File: src/rtl/bfly_round_sat_ser.sv
// rtl/bfly_round_sat_ser.sv - butterfly round-half-up/saturate, pair FIFO, p/q serializer; optional BFLY_SAT_CNT_EN adds sat_cnt
module bfly_round_sat_ser #(
    parameter int IN_WIDTH  = 44,
    parameter int SHIFT     = 15,
    parameter int OUT_WIDTH = 28,
    parameter int DEPTH     = 4
) (
    input  logic                        clk,
    input  logic                        rst_n,
    input  logic                        in_valid,
    output logic                        in_ready,
    input  logic signed [IN_WIDTH-1:0]  yp_r,
    input  logic signed [IN_WIDTH-1:0]  yp_i,
    input  logic signed [IN_WIDTH-1:0]  yq_r,
    input  logic signed [IN_WIDTH-1:0]  yq_i,
    output logic                        out_valid,
    input  logic                        out_ready,
    output logic signed [OUT_WIDTH-1:0] out_r,
    output logic signed [OUT_WIDTH-1:0] out_i,
    output logic                        out_is_q,
    input  logic                        sat_clr,
    output logic                        sat_flag
`ifdef BFLY_SAT_CNT_EN
    ,
    output logic [15:0]                 sat_cnt
`endif
);

    localparam int AW = $clog2(DEPTH);
    localparam int PW = AW + 1;
    // width of the rounded value before clamping; assumed >= OUT_WIDTH
    localparam int SW = IN_WIDTH + 1 - SHIFT;
    localparam int EW = 4 * OUT_WIDTH;

    localparam logic signed [IN_WIDTH:0] HALF = (IN_WIDTH+1)'(1) << (SHIFT - 1);
    localparam logic signed [SW-1:0] SAT_MAX =
        {{(SW-OUT_WIDTH+1){1'b0}}, {(OUT_WIDTH-1){1'b1}}};
    localparam logic signed [SW-1:0] SAT_MIN =
        {{(SW-OUT_WIDTH+1){1'b1}}, {(OUT_WIDTH-1){1'b0}}};

    // Returns {saturated, value}: add half an LSB one bit wider than the
    // input so the bias never wraps, drop SHIFT bits (floor), then clamp.
    function automatic logic [OUT_WIDTH:0] round_sat(input logic signed [IN_WIDTH-1:0] x);
        logic signed [IN_WIDTH:0] v;
        logic signed [SW-1:0]     s;
        v = $signed({x[IN_WIDTH-1], x}) + HALF;
        s = v[IN_WIDTH:SHIFT];
        if (s > SAT_MAX) begin
            round_sat = {1'b1, SAT_MAX[OUT_WIDTH-1:0]};
        end else if (s < SAT_MIN) begin
            round_sat = {1'b1, SAT_MIN[OUT_WIDTH-1:0]};
        end else begin
            round_sat = {1'b0, s[OUT_WIDTH-1:0]};
        end
    endfunction

    logic [OUT_WIDTH:0] rs_pr;
    logic [OUT_WIDTH:0] rs_pi;
    logic [OUT_WIDTH:0] rs_qr;
    logic [OUT_WIDTH:0] rs_qi;
    logic               any_sat;
    logic [EW-1:0]      in_word;

    assign rs_pr   = round_sat(yp_r);
    assign rs_pi   = round_sat(yp_i);
    assign rs_qr   = round_sat(yq_r);
    assign rs_qi   = round_sat(yq_i);
    assign any_sat = rs_pr[OUT_WIDTH] | rs_pi[OUT_WIDTH] | rs_qr[OUT_WIDTH] | rs_qi[OUT_WIDTH];
    assign in_word = {rs_pr[OUT_WIDTH-1:0], rs_pi[OUT_WIDTH-1:0],
                      rs_qr[OUT_WIDTH-1:0], rs_qi[OUT_WIDTH-1:0]};

    logic [EW-1:0] mem [DEPTH];
    logic [PW-1:0] wr_ptr;
    logic [PW-1:0] rd_ptr;
    logic [PW-1:0] wr_nxt;
    logic [PW-1:0] rd_nxt;
    logic          phase;
    logic          push;
    logic          pop;
    logic          full_nxt;
    logic [EW-1:0] head;

    // in_ready is the registered !full, so a pop never frees a slot for a
    // push in the same cycle
    assign push     = in_valid && in_ready;
    assign out_valid = (wr_ptr != rd_ptr);
    assign pop      = out_valid && out_ready && phase;
    assign wr_nxt   = wr_ptr + PW'(push);
    assign rd_nxt   = rd_ptr + PW'(pop);
    assign full_nxt = (wr_nxt[AW] != rd_nxt[AW]) && (wr_nxt[AW-1:0] == rd_nxt[AW-1:0]);

    // Pointer, phase, ready and sticky saturation state
    always_ff @(posedge clk) begin
        if (!rst_n) begin
            wr_ptr   <= '0;
            rd_ptr   <= '0;
            phase    <= 1'b0;
            in_ready <= 1'b0;
            sat_flag <= 1'b0;
        end else begin
            wr_ptr   <= wr_nxt;
            rd_ptr   <= rd_nxt;
            in_ready <= !full_nxt;
            if (out_valid && out_ready) begin
                phase <= !phase;
            end
            if (push && any_sat) begin
                sat_flag <= 1'b1;
            end else if (sat_clr) begin
                sat_flag <= 1'b0;
            end
        end
    end

    // FIFO storage; contents need no reset because outputs are gated by out_valid
    always_ff @(posedge clk) begin
        if (rst_n && push) begin
            mem[wr_ptr[AW-1:0]] <= in_word;
        end
    end

    // Head entry muxed by phase; zero whenever nothing is buffered
    assign head     = mem[rd_ptr[AW-1:0]];
    assign out_is_q = phase;
    assign out_r    = !out_valid ? '0 :
                      (phase ? head[2*OUT_WIDTH-1:OUT_WIDTH] : head[4*OUT_WIDTH-1:3*OUT_WIDTH]);
    assign out_i    = !out_valid ? '0 :
                      (phase ? head[OUT_WIDTH-1:0] : head[3*OUT_WIDTH-1:2*OUT_WIDTH]);

`ifdef BFLY_SAT_CNT_EN
    logic sat_inc;
    assign sat_inc = push && any_sat;

    // Saturating count of accepted pairs that clipped; clear with a
    // coincident increment leaves exactly one
    always_ff @(posedge clk) begin
        if (!rst_n) begin
            sat_cnt <= '0;
        end else if (sat_clr) begin
            sat_cnt <= sat_inc ? 16'd1 : 16'd0;
        end else if (sat_inc && (sat_cnt != 16'hFFFF)) begin
            sat_cnt <= sat_cnt + 16'd1;
        end
    end
`endif

endmodule

File: config.mk
export PLATFORM = sky130hd
export DESIGN_NAME = bfly_round_sat_ser
export DESIGN_NICKNAME = d
export VERILOG_FILES = /design/src/rtl/bfly_round_sat_ser.sv
export SDC_FILE = /design/constraint.sdc
export NUM_CORES = 1
export LEC_CHECK = 0
export ABC_AREA = 1
export CAP_MARGIN = 20
export CELL_PAD_IN_SITES_DETAIL_PLACEMENT = 0
export CELL_PAD_IN_SITES_GLOBAL_PLACEMENT = 1
export CORE_MARGIN = 1.5
export CORE_UTILIZATION = 44
export DETAILED_ROUTE_END_ITERATION = 6
export HOLD_SLACK_MARGIN = 0.12
export PLACE_DENSITY = 0.81
export REMOVE_ABC_BUFFERS = 1
export SLEW_MARGIN = 20
export SYNTH_ARGS = -nofsm -noshare
export SYNTH_HDL_FRONTEND = slang
export SYNTH_SLANG_ARGS = --single-unit
File: constraint.sdc
create_clock -name clk -period 12.6 [get_ports clk]
set_input_delay 2.52 -clock clk [delete_from_list [all_inputs] [get_ports clk]]
set_output_delay 2.52 -clock clk [all_outputs]
set_load 0.005 [all_outputs]
==> results.yml, run 1 <==
finish:
  fillCellCount: 4235
  area_growth_pct: 17.64
  multiInputGateArea_mm2: 0.007122
  regArea_mm2: 0.01364
  nets: 2453
  drive_gt1_frac: 0.05531
  final_core_util: 0.5276
synth:
  async_flop_share: 0
  yosys_register_bits: 457
  synthCells: 2123
  ys_warn_count: 0
  synth_edf_count: 448
  synth.distinct_cells: 38
  synth.yosys.seq_area_share: 0.6327
  synth_top_cells_by_area: "edfxtp_1, o21ai_0, nor2_1, nand2_1, xor2_1"
  synth_flop_cell: "edfxtp_1"
  synth_largest_area_cell: "edfxtp_1"
  synth_top_area_share: 0.6243
  netlist_area_mm2: 0.02155
  syn_avg_cell_area_um2: 10.15
timing:
  worstMarginPinSlew_ns: 1.076
  relSlewSlack: 0.2827
  finalMaxSlewViolations: 0
  fin_crit_sh: 0.5764
  setup_viol: 0
  rsz0062_at_grt: "false"
  hold_viol: 0
  tns_ns: 0
  fin_skew_ns: 0.02419
  holdWs_ns: 0.4710
  fmax_ghz: 0.1377
  min_period_ns: 7.262
power:
  ir_drop_v: 0.00009491
  leakage_nw: 8.601
  swShare: 0.2220
  powerDensity_mw_per_mm2: 131.7
  combPwrFrac: 0.088
  power_frac_seq: 0.512
  power.internal_w: 0.002598
  clockPowerShare: 0.400
  p_sw_w: 0.0007414
setup_path:
  critPathKind: "reg2out"
  cp_max_fo: 46
  path_cells: "clkinv_2 > nand2_1 > a21oi_1 > inv_2 > buf_4 > o21ai_0 > a31oi_1 > clkdlybuf4s50_1"
  cp_num_buf_inv: 4
  cp_slowest_cell: "clkinv_2"
  critical-path-max-stage-delay_ns: 0.80
  start_kind: "flop"
  worstSetupEndpointType: "output port"
  crit_arrival_ns: 4.74
  cp_top_family: "buffers and inverters"
  cp.required_ns: 10.08
route:
  top_layer: "met5"
  ant_nets: 0
  wl_met3_mm: 3.387
  dr.pass1.iters: 5
  wirelength_mm: 58.26
  drc_errors: 0
  wl_met2_mm: 28.74
  vias_per_cell: 5.494
  wl_per_cell_um: 20.00
  drt_iter0_drc: 1160
  num_vias: 16010
  m1WireLength_mm: 25.04
global_route:
  gr-usage-all-layers: 0.2292
  overflow: 0
  antenna_found_initial: 7
  grt_max_degree: 226
  grt_pass1_vias: 15650
  grt_pass1_wl_mm: 88.36
die:
  ioPinCount: 241
  die_y_um: 224.3
  die_w_um: 224.3
  start_util: 0.4485
  row_count: 80
  core_area_mm2: 0.04805
  die_area_mm2: 0.05031
placement:
  gp_congestion: 0.8877
  numPortBuffers: 184
  hpwl_mm: 36.70
job:
  maxCapViolations: 0
cts:
  post_cts_resized: 0
  cts_tree: "yes"
  cts_made_buffers: 46
  path_clk_slew_ns: 0.06
  cts_setup_buffers: 0
  worst_skew_pair.late_latency_ns: 0.58
  clk_path_buf_depth: 3
  ctsHoldBuffers: 0
  htree_levels: 2
  clock-sinks: 457
  root_buffer: "clkbuf_16"
status:
  status: "finished, final reports clean"
worst_hold_path:
  holdCritPathClass: "reg2reg"
## worst min-delay path: stages, from the launching register on
cell and delay [ns]:
dfxtp_1 0.31, nand3b_1 0.07, nand2_1 0.05
## state kept, by name (all words and copies together), names as in the netlist
name      count
in_ready      1
wr_ptr        3
rd_ptr        3
sat_flag      1
mem         448
out_is_q      1
## cell usage in the layout, fill, tap and decap left out, types with 6 or more instances in the layout
master           count
clkdlybuf4s50_1    184
clkbuf_16           47
nand3b_1             7
clkinv_1             7
nor2_1             452
clkbuf_1             7
ha_1                10
o21ai_0            366
clkinv_2            13
nor3_1              31
xnor2_1             25
buf_4               13
nor2_2               8
a21oi_1              9
inv_1               93
xor2_1              54
nor4_1               6
edfxtp_1           448
o21ai_2             10
o22ai_1             58
dfxtp_1              7
nand2_1            266
a31oi_1             57
nand3_1             56
nand4_1             18
## cell usage after synthesis, drive strengths merged (2+ instances only)
library cell	instances
o21bai	2
nand2	272
buf	15
xor2	54
nor2	465
inv	98
o31ai	3
o21ai	376
o22ai	58
ha	10
or2	2
clkbuf	92
nand3	57
edfxtp	448
dfxtp	9
nor3	37
a21oi	9
nand4	18
xnor2	25
nor4	6
a31oi	57
nand3b	7
## per-layer routing
layer  vias up  track usage
met5         -            0
met4        12      0.05412
met3        78      0.04363
met2       431       0.4024
met1      7727       0.2932
li1       7757            -
## power by group through the flow
stage / Clock (W) / Combinational (W) / Sequential [W]
2_1_floorplan: 0 / 0.000131 / 0.00175
3_3_place_gp: 0 / 0.000290 / 0.00174
3_5_place_dp: 0 / 0.000294 / 0.00174
4_1_cts: 0.00136 / 0.000296 / 0.00171
5_1_grt: 0.00141 / 0.000322 / 0.00171
6_report: 0.00133 / 0.000294 / 0.00171
## path summary, 6_finish.rpt
path,slack [ns],startpoint,cells past startpoint,endpoint
worst max-delay path,5.34,rd_ptr[1]$_SDFF_PN0_,8,out_i[9]
worst min-delay path,0.47,sat_flag$_SDFFE_PN0P_,2,sat_flag$_SDFFE_PN0P_
worst max register to register,9.09,rd_ptr[1]$_SDFF_PN0_,12,in_ready$_SDFF_PN0_
worst min register to register,0.47,sat_flag$_SDFFE_PN0P_,2,sat_flag$_SDFFE_PN0P_
## final cells by class
type                       count  share of cell area
sequential                   457              0.5381
clock inverter                28             0.01071
multi-input combinational   1460              0.2809
antenna                        2           0.0001974
tap                          615             0.03036
clock buffer                  54             0.04743
inverter                      99             0.01496
timing repair buffer         198             0.07730
## cell families after synthesis
logic type | count (synthesis) | share of synthesized area
xor gates and xnor gates | 79 | 0.03211
buffers and inverters | 206 | 0.03774
AOI/OAI and AO/OA | 505 | 0.1263
adders and majority gates | 10 | 0.005807
and+or+nand+nor | 866 | 0.1654
DFF | 457 | 0.6327
## through the flow
stage | power, W | cells | setup WS [ns] | area, µm²
finish | 0.003340 | 2913 | 5.338 | 25350
CTS | 0.003362 | 2911 | 5.255 | 25340
global placement | 0.002032 | 2829 | 5.830 | 23870
floorplan | 0.001880 | 2016 | 0.7403 | 21110
global route | 0.003448 | 2911 | 5.117 | 25340
detailed placement | 0.002037 | 2829 | 5.923 | 23870
Note: power is estimated with default switching activity, not from simulation.
==> run 2, diff against run 1 <==
==> constraint.sdc (replaced) <==
create_clock -name clk -period 6.9 [get_ports clk]
set_input_delay 1.38 -clock clk [delete_from_list [all_inputs] [get_ports clk]]
set_output_delay 1.38 -clock clk [all_outputs]
set_load 0.005 [all_outputs]
==> results.yml, run 2 (synthesized netlist as in run 1, its figures left out) <==
status:
  status: "finished, final reports clean"
route:
  wl_met2_mm: 28.23
  drt_iter0_drc: 1187
  vias_per_cell: 5.508
  wl_per_cell_um: 19.93
  ant_nets: 0
  dr.pass1.iters: 5
  wirelength_mm: 57.96
  top_layer: "met5"
  num_vias: 16020
  wl_met3_mm: 3.808
  m1WireLength_mm: 24.35
  drc_errors: 0
global_route:
  gr-usage-all-layers: 0.2296
  antenna_found_initial: 11
  grt_max_degree: 184
  grt_pass1_vias: 15720
  overflow: 0
  grt_pass1_wl_mm: 87.89
placement:
  numPortBuffers: 184
  gp_congestion: 0.8779
  placed_area_mm2: 0.02391
  hpwl_mm: 36.05
power:
  ir_drop_v: 0.0001729
  leakage_nw: 8.584
  powerDensity_mw_per_mm2: 239.6
finish:
  area_growth_pct: 17.70
  design_area_mm2: 0.02536
  layout_commonest_cell: "nor2_1"
  largest_reg_flops: 448
  drive_gt1_frac: 0.05233
  fillCellCount: 4201
  final_cell_mix: "nor2_1, edfxtp_1, o21ai_0"
  nets: 2452
timing:
  min_period_ns: 5.382
  tns_ns: 0
  fin_crit_sh: 0.7800
  fmax_ghz: 0.1858
  relSlewSlack: 0.2709
  rsz0062_at_grt: "false"
  setup_viol: 0
  worstMarginPinSlew_ns: 1.094
  fin_skew_ns: 0.01619
  hold_viol: 0
  finalMaxSlewViolations: 0
cts:
  root_buffer: "clkbuf_16"
  cts_made_buffers: 46
  clk_path_buf_depth: 3
  ctsHoldBuffers: 0
  post_cts_resized: 0
  cts_setup_buffers: 0
  clock-sinks: 457
  htree_levels: 2
  cts_tree: "yes"
  worst_skew_pair.late_latency_ns: 0.59
  path_clk_slew_ns: 0.06
die:
  die_w_um: 224.3
  start_util: 0.4485
  die_y_um: 224.3
  row_count: 80
  core_area_mm2: 0.04805
  ioPinCount: 241
  die_area_mm2: 0.05031
setup_path:
  cp.required_ns: 5.52
  crit_arrival_ns: 4.00
  ff2ff_setup_slack_ns: 3.70
  cp_max_fo: 60
  critPathKind: "reg2out"
  worstSetupEndpointType: "output port"
  start_kind: "flop"
job:
  maxCapViolations: 0
worst_hold_path:
  holdCritPathClass: "reg2reg"
[run 2: report_power, final]
part           switching [W]  internal, W  total, W
clock network        0.00101      0.00141   0.00241
registers          0.0000105      0.00311   0.00313
logic               0.000338     0.000200  0.000538
[run 2: worst paths after layout]
kind                              start                     to  cells after the start
hold / removal    sat_flag$_SDFFE_PN0P_  sat_flag$_SDFFE_PN0P_                      2
setup / recovery   rd_ptr[1]$_SDFF_PN0_              out_i[13]                      8
setup reg to reg   rd_ptr[1]$_SDFF_PN0_    in_ready$_SDFF_PN0_                     12
hold reg to reg   sat_flag$_SDFFE_PN0P_  sat_flag$_SDFFE_PN0P_                      2
[run 2: area by class of cell]
cell class / count / area (µm²) / share of cell area
timing repair buffer: 197 / 2002 / 0.07893
multi-input combinational: 1460 / 7122 / 0.2808
inverter: 99 / 379.1 / 0.01495
clock buffer: 54 / 1181 / 0.04657
clock inverter: 26 / 266.5 / 0.01051
tap: 615 / 769.5 / 0.03034
sequential: 457 / 13640 / 0.5378
antenna: 1 / 2.502 / 0.00009866
[run 2: per-stage QoR]
stage	instances	utilization	power (W)	setup WS (ns)	hold slack, ns
after floorplan	2016	-	0.003433	-3.820	0.4625
after global routing	2908	0.5278	0.006282	1.283	0.5136
final	2909	0.5279	0.006078	1.518	0.4789
after CTS	2908	0.5278	0.006120	1.454	0.4829
after detailed placement	2828	0.4977	0.003721	2.049	0.4624
after global placement	2828	0.4977	0.003712	2.085	0.4621
[run 2: worst max-delay path, stage by stage, from the launching register on]
cell and delay (ns):
dfxtp_4 0.86, clkinv_2 0.16, nand2_1 0.09, a21oi_1 0.07, inv_2 0.68, buf_4 0.44, o21ai_0 0.17, a31oi_1 0.35
clkdlybuf4s50_1 0.59
[run 2: routing by layer]
layer	up-vias	GRT usage
li1	7749	-
met1	7707	0.2928
met2	441	0.3954
met3	106	0.04977
met4	20	0.06343
met5	-	0
==> run 3, diff against run 2 <==
--- a/config.mk
+++ b/config.mk
@@ -10,10 +10,10 @@
 export CELL_PAD_IN_SITES_DETAIL_PLACEMENT = 0
 export CELL_PAD_IN_SITES_GLOBAL_PLACEMENT = 1
 export CORE_MARGIN = 1.5
-export CORE_UTILIZATION = 44
+export CORE_UTILIZATION = 40
 export DETAILED_ROUTE_END_ITERATION = 6
 export HOLD_SLACK_MARGIN = 0.12
-export PLACE_DENSITY = 0.81
+export PLACE_DENSITY = 0.77
 export REMOVE_ABC_BUFFERS = 1
 export SLEW_MARGIN = 20
 export SYNTH_ARGS = -nofsm -noshare
==> constraint.sdc (replaced) <==
create_clock -name clk -period 4.5 [get_ports clk]
set_input_delay 0.9 -clock clk [delete_from_list [all_inputs] [get_ports clk]]
set_output_delay 0.9 -clock clk [all_outputs]
set_load 0.005 [all_outputs]
==> results.yml, run 3 (synthesized netlist as in run 1, its figures left out) <==
timing:
  hold_viol: 0
  fin_skew_ns: 0.01490
  setup_viol: 0
  fin_crit_sh: 0.9094
  finalMaxSlewViolations: 0
  rsz0062_at_grt: "false"
  min_period_ns: 4.092
  worstMarginPinSlew_ns: 0.7913
  fmax_ghz: 0.2444
  relSlewSlack: 0.4719
  tns_ns: 0
global_route:
  grt_pass1_vias: 16180
  overflow: 0
  antenna_found_initial: 7
  gr-usage-all-layers: 0.2164
  grt_pass1_wl_mm: 92.16
  grt_max_degree: 149
setup_path:
  ff2ff_path_depth: 14
  cp_slowest_cell: "dfxtp_4"
  cp_max_fo: 36
  ff2ff_setup_slack_ns: 1.67
  cp.required_ns: 3.60
  critPathKind: "reg2out"
  critical-path-max-stage-delay_ns: 0.58
  timing.rr.start: "rd_ptr[0]$_SDFF_PN0_"
  path_cells: "buf_4 > buf_4 > o21ai_0 > o22ai_1 > o21ai_0 > a31oi_1 > clkdlybuf4s50_1"
  startpoint: "rd_ptr[1]$_SDFF_PN0_"
  worstSetupEndpointType: "output port"
  start_kind: "flop"
  crit_arrival_ns: 3.19
  r2r-end: "in_ready$_SDFF_PN0_"
route:
  drt_iter0_drc: 1215
  wl_per_cell_um: 19.85
  drc_errors: 4
  wirelength_mm: 60.17
  ant_nets: 0
  num_vias: 16360
  dr.pass1.iters: 7
  vias_per_cell: 5.397
cts:
  cts_setup_buffers: 0
  root_buffer: "clkbuf_16"
  htree_levels: 2
  cts_tree: "yes"
  worst_skew_pair.late_latency_ns: 0.58
  ctsHoldBuffers: 0
  path_clk_slew_ns: 0.06
  post_cts_resized: 0
  clk_path_buf_depth: 3
  clock-sinks: 457
  cts_made_buffers: 48
worst_hold_path:
  hold-path-cell-count: 2
  holdCritPathClass: "reg2reg"
  hold_end: "sat_flag$_SDFFE_PN0P_"
  worstHoldStart: "sat_flag$_SDFFE_PN0P_"
die:
  start_util: 0.4076
  die_y_um: 235.1
  core_area_mm2: 0.05287
  die_area_mm2: 0.05527
  row_count: 84
  die_w_um: 235.1
  ioPinCount: 241
placement:
  placed_area_mm2: 0.02440
  hpwl_mm: 38.75
  numPortBuffers: 184
  gp_congestion: 0.9293
finish:
  fillCellCount: 4725
  nets: 2493
  drive_gt1_frac: 0.07268
  design_area_mm2: 0.02606
  final_cell_mix: "nor2_1, edfxtp_1, o21ai_0"
  layout_commonest_cell: "nor2_1"
  largest_reg_flops: 448
  area_growth_pct: 20.92
power:
  leakage_nw: 8.895
  power.internal_w: 0.007621
  p_sw_w: 0.002149
  combPwrFrac: 0.089
  swShare: 0.2200
  powerDensity_mw_per_mm2: 375.0
  clockPowerShare: 0.420
  ir_drop_v: 0.0002867
  power_frac_seq: 0.490
status:
  failed_checks: "design-rule violations"
  status: "finished, violations left"
job:
  maxCapViolations: 0
==> run 3: changes by cell type in the layout (fill, tap and decap cells not counted) <==
cell,change
clkbuf_16,+3
clkinv_8,-1
diode_2,+3
clkinv_1,-3
buf_4,+31
buf_12,+8
bufinv_16,+4
clkbuf_1,-1
clkinv_2,+1
clkinvlp_4,+3
clkinv_4,+1
==> run 3: worst max-delay path: cells and delay by family, from the launching register on <==
kind | cells | cell delay, ns
DFF | 1 | 0.58
AOI/OAI and AO/OA | 4 | 0.63
buffers and inverters | 3 | 1.39
==> run 3: power by group through the flow <==
stage	clock (W)	combinational [W]	sequential (W)
6_report	0.00411	0.000874	0.00479
5_1_grt	0.00434	0.000955	0.00479
4_1_cts	0.00418	0.000879	0.00479
3_5_place_dp	0	0.000874	0.00488
3_3_place_gp	0	0.000861	0.00488
2_1_floorplan	0	0.000368	0.00490
==> run 3: final cells by class <==
cell class                 count  area, µm²  area share
antenna                        4      10.01   0.0003842
clock buffer                  56       1252     0.04807
clock inverter                31      395.4     0.01517
inverter                      99      379.1     0.01455
multi-input combinational   1460       7122      0.2733
sequential                   457      13640      0.5235
tap                          688      860.8     0.03304
timing repair buffer         236       2395     0.09191
==> run 3: metal layers <==
layer,track usage,wire length [µm],part of all wire,up-vias
met5,0,53,0.00088,-
met4,0.07713,1641,0.027,8
met3,0.03788,3590,0.060,101
met2,0.3740,29590,0.49,506
met1,0.2729,25290,0.42,7903
li1,-,-,-,7841
==> run 3: how the worst max path moves through the flow <==
stage | end | slack, ns | cells after the start
finish | out_r[24] | 0.41 | 7
detailed placement | mem[2][29]$_DFFE_PP_ | 0.33 | 10
floorplan | in_ready$_SDFF_PN0_ | -5.93 | 13
CTS | out_i[9] | 0.33 | 6
global placement | mem[3][47]$_DFFE_PP_ | 0.44 | 10
global route | out_r[12] | 0.16 | 7
==> run 3: through the flow <==
step	hold WS, ns	worst slack [ns]	cells	total power [W]	utilization
after floorplan	0.4625	-5.934	2016	0.005263	-
after global placement	0.4654	0.4435	2940	0.005737	0.4615
after detailed placement	0.4679	0.3332	2940	0.005752	0.4615
after CTS	0.4802	0.3279	3027	0.009844	0.4927
after global routing	0.5101	0.1637	3027	0.01008	0.4927
final	0.4733	0.4075	3031	0.009770	0.4929
